<file path="src/rtl/modulation_pkg.sv">
// Shared types and default widths for the modulation address sequencer.
package modulation_pkg;

  localparam int unsigned ADDR_DEF_W = 16;
  localparam int unsigned DIV_DEF_W  = 32;

  typedef logic [ADDR_DEF_W-1:0] addr_t;
  typedef logic [DIV_DEF_W-1:0]  div_t;

  typedef enum logic {
    MODE_LOOP     = 1'b0,
    MODE_ONE_SHOT = 1'b1
  } mode_e;

  // Sequencer run state: idle until first SYNC, running, or one-shot finished.
  typedef enum logic [1:0] {
    ST_IDLE = 2'd0,
    ST_RUN  = 2'd1,
    ST_DONE = 2'd2
  } state_e;

endpackage

</file>
<file path="src/rtl/modulation_divider.sv">
// Clock divider: emits a tick on the edge where the count completes a period.
module modulation_divider
  import modulation_pkg::*;
#(
  parameter int unsigned DIV_W = DIV_DEF_W
) (
  input  logic             i_clk,
  input  logic             i_rst_n,
  input  logic             i_clr,
  input  logic             i_en,
  input  logic [DIV_W-1:0] i_cycle,
  output logic             o_tick_c
);

  logic [DIV_W-1:0] r_cnt;
  logic [DIV_W-1:0] w_last;

  // A period of zero behaves as a period of one.
  assign w_last   = (i_cycle == '0) ? '0 : (i_cycle - DIV_W'(1));
  assign o_tick_c = i_en && (r_cnt == w_last);

  // Count enabled edges; clear on realign or at the end of each period.
  always_ff @(posedge i_clk or negedge i_rst_n) begin
    if (!i_rst_n) begin
      r_cnt <= '0;
    end else if (i_clr) begin
      r_cnt <= '0;
    end else if (i_en) begin
      r_cnt <= o_tick_c ? '0 : (r_cnt + DIV_W'(1));
    end
  end

endmodule

</file>
<file path="src/rtl/modulation_sequencer.sv">
// Steps a modulation-RAM read address on divider ticks, with sync, loop/one-shot and shadowed config.
module modulation_sequencer
  import modulation_pkg::*;
#(
  parameter int unsigned ADDR_W = ADDR_DEF_W,
  parameter int unsigned DIV_W  = DIV_DEF_W
) (
  input  logic              i_clk,
  input  logic              i_rst_n,
  input  logic              i_sync,
  input  logic              i_enable,
  input  logic              i_one_shot,
  input  logic [ADDR_W-1:0] i_mod_cycle,
  input  logic [DIV_W-1:0]  i_update_cycle,
  output logic              o_update,
  output logic [ADDR_W-1:0] o_addr,
  output logic              o_wrap,
  output logic              o_done
);

  state_e            r_state,  w_state;
  logic [ADDR_W-1:0] r_addr,   w_addr;
  logic              r_update, w_update;
  logic              r_wrap,   w_wrap;
  logic              r_done,   w_done;
  logic [ADDR_W-1:0] r_mod_s,  w_mod_s;
  logic [DIV_W-1:0]  r_cyc_s,  w_cyc_s;
  mode_e             r_os_s,   w_os_s;
  logic              w_load;
  logic              w_div_en;
  logic              w_tick;

  assign w_div_en = i_enable && (r_state == ST_RUN);

  modulation_divider #(
    .DIV_W(DIV_W)
  ) u_divider (
    .i_clk    (i_clk),
    .i_rst_n  (i_rst_n),
    .i_clr    (i_sync),
    .i_en     (w_div_en),
    .i_cycle  (r_cyc_s),
    .o_tick_c (w_tick)
  );

  // State and output registers.
  always_ff @(posedge i_clk or negedge i_rst_n) begin
    if (!i_rst_n) begin
      r_state  <= ST_IDLE;
      r_addr   <= '0;
      r_update <= 1'b0;
      r_wrap   <= 1'b0;
      r_done   <= 1'b0;
      r_mod_s  <= '0;
      r_cyc_s  <= '0;
      r_os_s   <= MODE_LOOP;
    end else begin
      r_state  <= w_state;
      r_addr   <= w_addr;
      r_update <= w_update;
      r_wrap   <= w_wrap;
      r_done   <= w_done;
      r_mod_s  <= w_mod_s;
      r_cyc_s  <= w_cyc_s;
      r_os_s   <= w_os_s;
    end
  end

  // Next-state: SYNC dominates; otherwise advance the address on each divider tick.
  always_comb begin
    w_state  = r_state;
    w_addr   = r_addr;
    w_update = 1'b0;
    w_wrap   = 1'b0;
    w_done   = r_done;
    w_load   = 1'b0;
    w_mod_s  = r_mod_s;
    w_cyc_s  = r_cyc_s;
    w_os_s   = r_os_s;

    if (i_sync) begin
      w_state = ST_RUN;
      w_addr  = '0;
      w_done  = 1'b0;
      w_load  = 1'b1;
    end else if (w_tick) begin
      if (r_addr < r_mod_s) begin
        w_addr   = r_addr + ADDR_W'(1);
        w_update = 1'b1;
      end else if (r_os_s == MODE_LOOP) begin
        w_addr   = '0;
        w_update = 1'b1;
        w_wrap   = 1'b1;
        w_load   = 1'b1;
      end else begin
        w_state = ST_DONE;
        w_done  = 1'b1;
      end
    end

    if (w_load) begin
      w_mod_s = i_mod_cycle;
      w_cyc_s = i_update_cycle;
      w_os_s  = i_one_shot ? MODE_ONE_SHOT : MODE_LOOP;
    end
  end

  assign o_update = r_update;
  assign o_addr   = r_addr;
  assign o_wrap   = r_wrap;
  assign o_done   = r_done;

endmodule

</file>
<file path="config.mk">
export PLATFORM = sky130hd
export DESIGN_NAME = modulation_sequencer
export DESIGN_NICKNAME = d
export VERILOG_FILES = /design/src/rtl/modulation_pkg.sv /design/src/rtl/modulation_divider.sv /design/src/rtl/modulation_sequencer.sv
export SDC_FILE = /design/constraint.sdc
export NUM_CORES = 1
export LEC_CHECK = 0
export BUFFER_PORTS_ARGS = -buffer_cell sky130_fd_sc_hd__buf_2
export CAP_MARGIN = 25
export CORE_ASPECT_RATIO = 0.7
export CORE_MARGIN = 5
export CORE_UTILIZATION = 46
export CTS_CLUSTER_DIAMETER = 30
export DETAILED_ROUTE_END_ITERATION = 6
export SLEW_MARGIN = 20
export SYNTH_ARGS = -nofsm -noshare
export SYNTH_HDL_FRONTEND = slang
export SYNTH_SLANG_ARGS = --single-unit
</file>
<file path="constraint.sdc">
create_clock -name i_clk -period 8 [get_ports i_clk]
set_input_delay 0.4 -clock i_clk [delete_from_list [all_inputs] [get_ports i_clk]]
set_output_delay 0.4 -clock i_clk [all_outputs]
set_load 0.005 [all_outputs]
</file>
==> results of run 1 <==
cell usage after synthesis, drive strengths merged (3+ instances only):
cell type | number | share of area (%)
dfrtp | 101 | 38
nor2 | 64 | 3.6
mux2 | 49 | 8.3
nand2 | 34 | 1.9
inv | 31 | 1.8
xor2 | 31 | 4.1
nand3 | 27 | 2.0
xnor2 | 26 | 3.4
clkbuf | 22 | 1.2
a21oi | 20 | 1.5
o21ai | 20 | 1.5
or3 | 19 | 1.8
ha | 18 | 3.4
nor3 | 18 | 1.4
nor4 | 18 | 1.8
buf | 17 | 2.2
nand4 | 17 | 1.6
or4 | 15 | 1.8
and3 | 13 | 1.2
mux2i | 11 | 1.7
a21o | 9 | 1.1
or2 | 9 | 0.85
a211oi | 6 | 0.68
a31oi | 6 | 0.57
nand2b | 6 | 0.57
nand4b | 6 | 0.79
o31ai | 6 | 0.68
a2111oi | 5 | 1.0
and2 | 5 | 0.47
nand3b | 5 | 0.57
nor2b | 5 | 0.47
o21a | 5 | 0.57
a31o | 4 | 0.53
nor4bb | 4 | 0.60
o211ai | 4 | 0.45
a221o | 3 | 0.45
and4 | 3 | 0.40
o22ai | 3 | 0.28
state kept, by name, summed over array words and instances (netlist names):
name             flops
r_mod_s             16
o_wrap               1
o_done               1
o_update             1
r_state              1
o_addr              16
r_cyc_s             32
r_os_s               1
u_divider.r_cnt     32
routing by layer:
layer	global-route usage, %	vias up	routed length [um]	part of all wire [%]
met2	27.1	189	6920	38
met3	5.28	12	1530	8.5
met1	35.6	2690	9500	53
li1	-	2639	-	-
met4	3.47	0	129	0.71
met5	0	-	0	0
per-stage QoR:
step / hold slack (ns) / instance area (um2) / setup WS, ns
after floorplan: 0.104 / 6630 / 3.64
after global routing: 0.145 / 7380 / 2.03
after detailed placement: 0.479 / 7010 / 2.43
after global placement: 0.470 / 7010 / 2.60
final: 0.0784 / 7380 / 2.30
after CTS: 0.105 / 7380 / 2.37
how the worst min path moves through the flow:
stage	startpoint	endpoint	slack, ns	depth (start not counted)
floorplan	i_rst_n	o_addr[0]	0.10	0
CTS	i_rst_n	r_cyc_s[22]	0.10	1
finish	i_rst_n	r_cyc_s[22]	0.08	1
detailed placement	r_mod_s[14]	r_mod_s[14]	0.48	1
global placement	r_mod_s[1]	r_mod_s[1]	0.47	1
global route	i_rst_n	r_cyc_s[22]	0.15	1
cell families after synthesis:
kind of cell | Yosys count | synth area share [%]
simple gates | 274 | 22.6
compound gates | 114 | 12.5
flops | 101 | 38.1
buf+inv | 70 | 5.21
mux | 60 | 9.98
xor+xnor | 59 | 8.21
fa+ha+maj | 18 | 3.40
report_power, final:
part	leakage, nW	total (mW)	switching [mW]	internal, mW
Clock	0.183	0.544	0.198	0.346
Combinational	1.70	0.152	0.0832	0.0685
Sequential	1.29	0.574	0.0382	0.536
area by class of cell:
type                    instances  share of cell area, %
well taps                     190                   3.22
multi-input cells             525                   50.9
inverters                      31                   1.58
clock inverters                 6                   1.81
clock buffers                  10                   3.24
flip-flops and latches        101                   34.2
repair buffers                 73                   5.02
==> flow_summary.yaml, run 1 <==
finish:
  final_cell_mix: "dfrtp_1, buf_2, nor2_1, mux2_1, nand2_1"
  nets: 812
  syn2layout_area_growth_pct: 11.3
  nFillCells: 1279
  layout_commonest_cell: "dfrtp_1"
  multiInputGateArea_um2: 3760
  finish.utilization_pct: 52.7
  antennaDiodeCount: 0
  seq_area_um2: 2530
  layoutNonFillerInstCount: 936
  drive_gt1_share_pct: 15.1
place:
  io_buffers: 71
  placed_cells: 919
  gp_congestion: 0.973
  hpwl_mm: 14.0
global_routing:
  gr-total-overflow: 0
  antenna_found_initial: 0
  grt_pass1_wl_mm: 29.1
  track_usage_pct: 21.2
  grt_max_degree: 56
  grt_pass1_vias: 5202
critical_path:
  critPathMaxStageDelay_ns: 0.73
  cp_common_cell: "or4_1"
  r2r_slack_ns: 2.30
  r2r_cells: 10
  arrival_ns: 5.94
  r2r-start: "r_cyc_s[24]"
  path_class: "reg -> reg"
  crit_buf_inv: 0
  crit_slowest_cell: "nor3_1"
  startpoint_type: "flip-flop"
  crit_end: "r_cyc_s[6]"
  cp-end-kind: "flip-flop"
  crit_chain: "or4_1, nor3_1, nand4b_1, or4_1, a32o_1, or3_1, a2111oi_4, and3_1, a21o_4, mux2_2"
  cp.required_ns: 8.24
  path_max_fanout: 54
  regToRegEndpoint: "r_cyc_s[6]"
  cp.depth: 10
  cp-startpoint: "r_cyc_s[24]"
  path_delay_family: "simple AND/OR/NAND/NOR gates"
status:
  status: "finished, final reports clean"
yosys:
  yosys_warnings: 0
  ys_types: 72
  yosysSeqAreaShare_pct: 38.1
  syn_inst: 696
  synth_ff_type: "dfrtp_1"
  async_flop_share_pct: 100
  synthesis.area_um2: 6630
  synth_edf_count: 0
  postSynthAreaPerCell_um2: 9.53
  synth_seq_cells: 101
  synth_fp_nets: 767
route:
  ant_nets: 0
  viasPerCell: 5.91
  first_iter_violations: 526
  drc: 0
  wirelength_mm: 18.1
  wl_per_cell_um: 19.3
  firstDrtPassIters: 5
  vias: 5530
clocking:
  cts_hold_buf: 0
  clkSlewWorstSetupHoldPaths_ns: 0.07
  htree_levels: 3
  cts_root_buf: "clkbuf_16"
  cts.sinks: 101
  cts_setup_buffers: 0
  clkLatencyLatePin_ns: 0.36
  cts_tree: "built"
  cts_buffers: 9
  cts_resized: 0
  clock_path_buffers: 2
timing:
  rsz0062_at_grt: "no"
  drv_slew: 0
  slew_headroom_pct: 42.4
  min_period_over_period_pct: 71.2
  fmax_mhz: 175
  tightest_slew_ns: 0.852
  fin_tns_setup_ns: 0
  finalSetupViolations: 0
  fin_crit_ns: 5.70
  finClkSkew_ns: 0.00838
  finalHoldViolCount: 0
die:
  die_area_um2: 17000
  num_io_pins: 72
  core_um2: 14000
  row_count: 36
  dieHeight_um: 110
  die_w_um: 154
  start_util_pct: 47.3
pwr:
  finalPower_mw: 1.27
  ir_drop_v: 0.000114
  leakage_nw: 3.17
  powerDensity_nw_per_um2: 172
job:
  drv_cap: 0
hold_path:
  hold_path_class: "in -> async"
Note: power is estimated with default switching activity, not from simulation.
==> inputs of run 2 (changes only) <==
clock period = 6 ns   (was 8 ns; I/O delays follow)
==> run 2 against run 1 <==
  * Clock power is 6.2% higher
  * Worst hold slack better by 0.069 ns
  * Sequential power is 33% higher
  * Count of clock-buffer cells in the layout is 1 lower
  * Global-route usage hardly changed
  * Setup slack worse by 1.6 ns
  * Die area stayed put
  * Wire length is 0.57% higher
  * Critical path depth is 1 lower
  * Via count is 1.9% higher
  * Largest cell class unchanged
==> flow_summary.yaml, run 2 (same netlist as run 1, synthesis figures left out) <==
critical_path:
  crit_chain: "or4_1, or4_4, or2_2, a2111oi_0, o21ai_1, a2111oi_4, and3_1, a21o_4, mux2_1"
  cp.required_ns: 6.24
  cp-end-kind: "flip-flop"
  path_max_fanout: 54
  path_class: "reg -> reg"
  r2r_cells: 9
  r2r_slack_ns: 0.67
  r2r-start: "r_cyc_s[8]"
  arrival_ns: 5.58
  critPathMaxStageDelay_ns: 0.69
  crit_slowest_cell: "or4_1"
  regToRegEndpoint: "r_cyc_s[25]"
  startpoint_type: "flip-flop"
clocking:
  cts_root_buf: "clkbuf_16"
  cts_buffers: 9
  cts_hold_buf: 1
  cts_setup_buffers: 0
  cts.sinks: 101
  clkLatencyLatePin_ns: 0.36
  cts_tree: "built"
  cts_resized: 0
  clock_path_buffers: 2
  htree_levels: 3
  clkSlewWorstSetupHoldPaths_ns: 0.08
pwr:
  comb_power_share_pct: 13.1
  power.share.sequential_pct: 49.5
  swShare_pct: 28.9
  p_int_mw: 1.10
  clkPwrFrac_pct: 37.4
  ir_drop_v: 0.000128
  finalPower_mw: 1.55
  leakage_nw: 3.15
  powerDensity_nw_per_um2: 211
  netSwitchingPower_mw: 0.448
timing:
  rsz0062_at_grt: "no"
  fmax_mhz: 187
  finalSetupViolations: 0
  drv_slew: 0
  finClkSkew_ns: 0.0106
  tightest_slew_ns: 0.874
  finalHoldViolCount: 0
  slew_headroom_pct: 40.9
  fin_tns_setup_ns: 0
  min_period_over_period_pct: 88.9
  fin_crit_ns: 5.33
  worst_slack_ns: 0.666
global_routing:
  gr-total-overflow: 0
  grt_pass1_vias: 5451
  antenna_found_initial: 0
  track_usage_pct: 21.3
  grt_max_degree: 59
  grt_pass1_wl_mm: 29.2
place:
  placed_area_um2: 7030
  gp_congestion: 0.939
  hpwl_mm: 14.0
  post-place-ws_ns: 0.724
  io_buffers: 71
finish:
  largestRegisters: "r_cyc_s: 32 flops, u_divider.r_cnt: 32 flops"
  finish.utilization_pct: 52.3
  drive_gt1_share_pct: 15.4
  nFillCells: 1299
  seq_area_um2: 2530
  syn2layout_area_growth_pct: 10.5
  postLayoutCellArea_um2: 7330
  antennaDiodeCount: 0
  final_cell_mix: "dfrtp_1, buf_2, nor2_1, mux2_1, nand2_1"
  nets: 815
  layout_commonest_cell: "dfrtp_1"
  multiInputGateArea_um2: 3760
route:
  drc: 0
  wl_per_cell_um: 19.4
  viasPerCell: 6.00
  wirelength_mm: 18.2
  vias: 5634
  firstDrtPassIters: 5
  first_iter_violations: 498
  ant_nets: 0
die:
  core_um2: 14000
  row_count: 36
  dieHeight_um: 110
  die_area_um2: 17000
  start_util_pct: 47.3
  num_io_pins: 72
  die_w_um: 154
job:
  drv_cap: 0
hold_path:
  hold_path_class: "in -> reg"
  hp-start: "i_update_cycle[29]"
  worstHoldPathCells: 2
  hold_end: "r_cyc_s[29]"
status:
  status: "finished, final reports clean"
-- run 2: layer usage --
metal	GRT usage [%]	share of wire (%)	vias up
met5	0	0	-
met4	4.65	1.1	0
met3	6.10	8.2	17
met2	27.9	39	206
met1	34.0	52	2764
li1	-	-	2647
-- run 2: how the worst max path moves through the flow --
stage / startpoint / slack, ns / cells past startpoint / end
global placement: r_cyc_s[8] / 0.79 / 10 / r_cyc_s[5]
CTS: r_cyc_s[8] / 0.70 / 9 / r_cyc_s[25]
floorplan: r_cyc_s[8] / 1.64 / 16 / r_cyc_s[1]
detailed placement: r_cyc_s[8] / 0.72 / 10 / r_cyc_s[25]
finish: r_cyc_s[8] / 0.67 / 9 / r_cyc_s[25]
global route: r_cyc_s[8] / 0.40 / 10 / r_cyc_s[6]
-- run 2: critical path, delay by kind of cell (launching register included) --
kind            cells  cell delay, ns
compound gates      4            2.03
flops               1            0.49
simple gates        4            2.25
mux                 1            0.41
-- run 2: power by group through the flow --
stage               logic (mW)  clock network, mW  registers [mW]
finish                   0.203              0.578           0.765
global route             0.226              0.616           0.772
CTS                      0.203              0.597           0.764
detailed placement       0.201                  0           0.777
global placement         0.195                  0           0.775
floorplan                0.149                  0           0.754
-- run 2: metrics by stage --
stage               std cells  hold WS, ns
global placement          922        0.314
detailed placement        922        0.336
CTS                       939        0.139
global route              939        0.146
finish                    939        0.148
floorplan                 696      0.00441
-- run 2: final cells by class --
class / count / area share, %
multi-input combinational: 525 / 51.3
sequential: 101 / 34.5
timing repair buffer: 76 / 5.43
tap: 190 / 3.24
clock buffer: 9 / 3.07
inverter: 31 / 1.59
clock inverter: 7 / 0.854
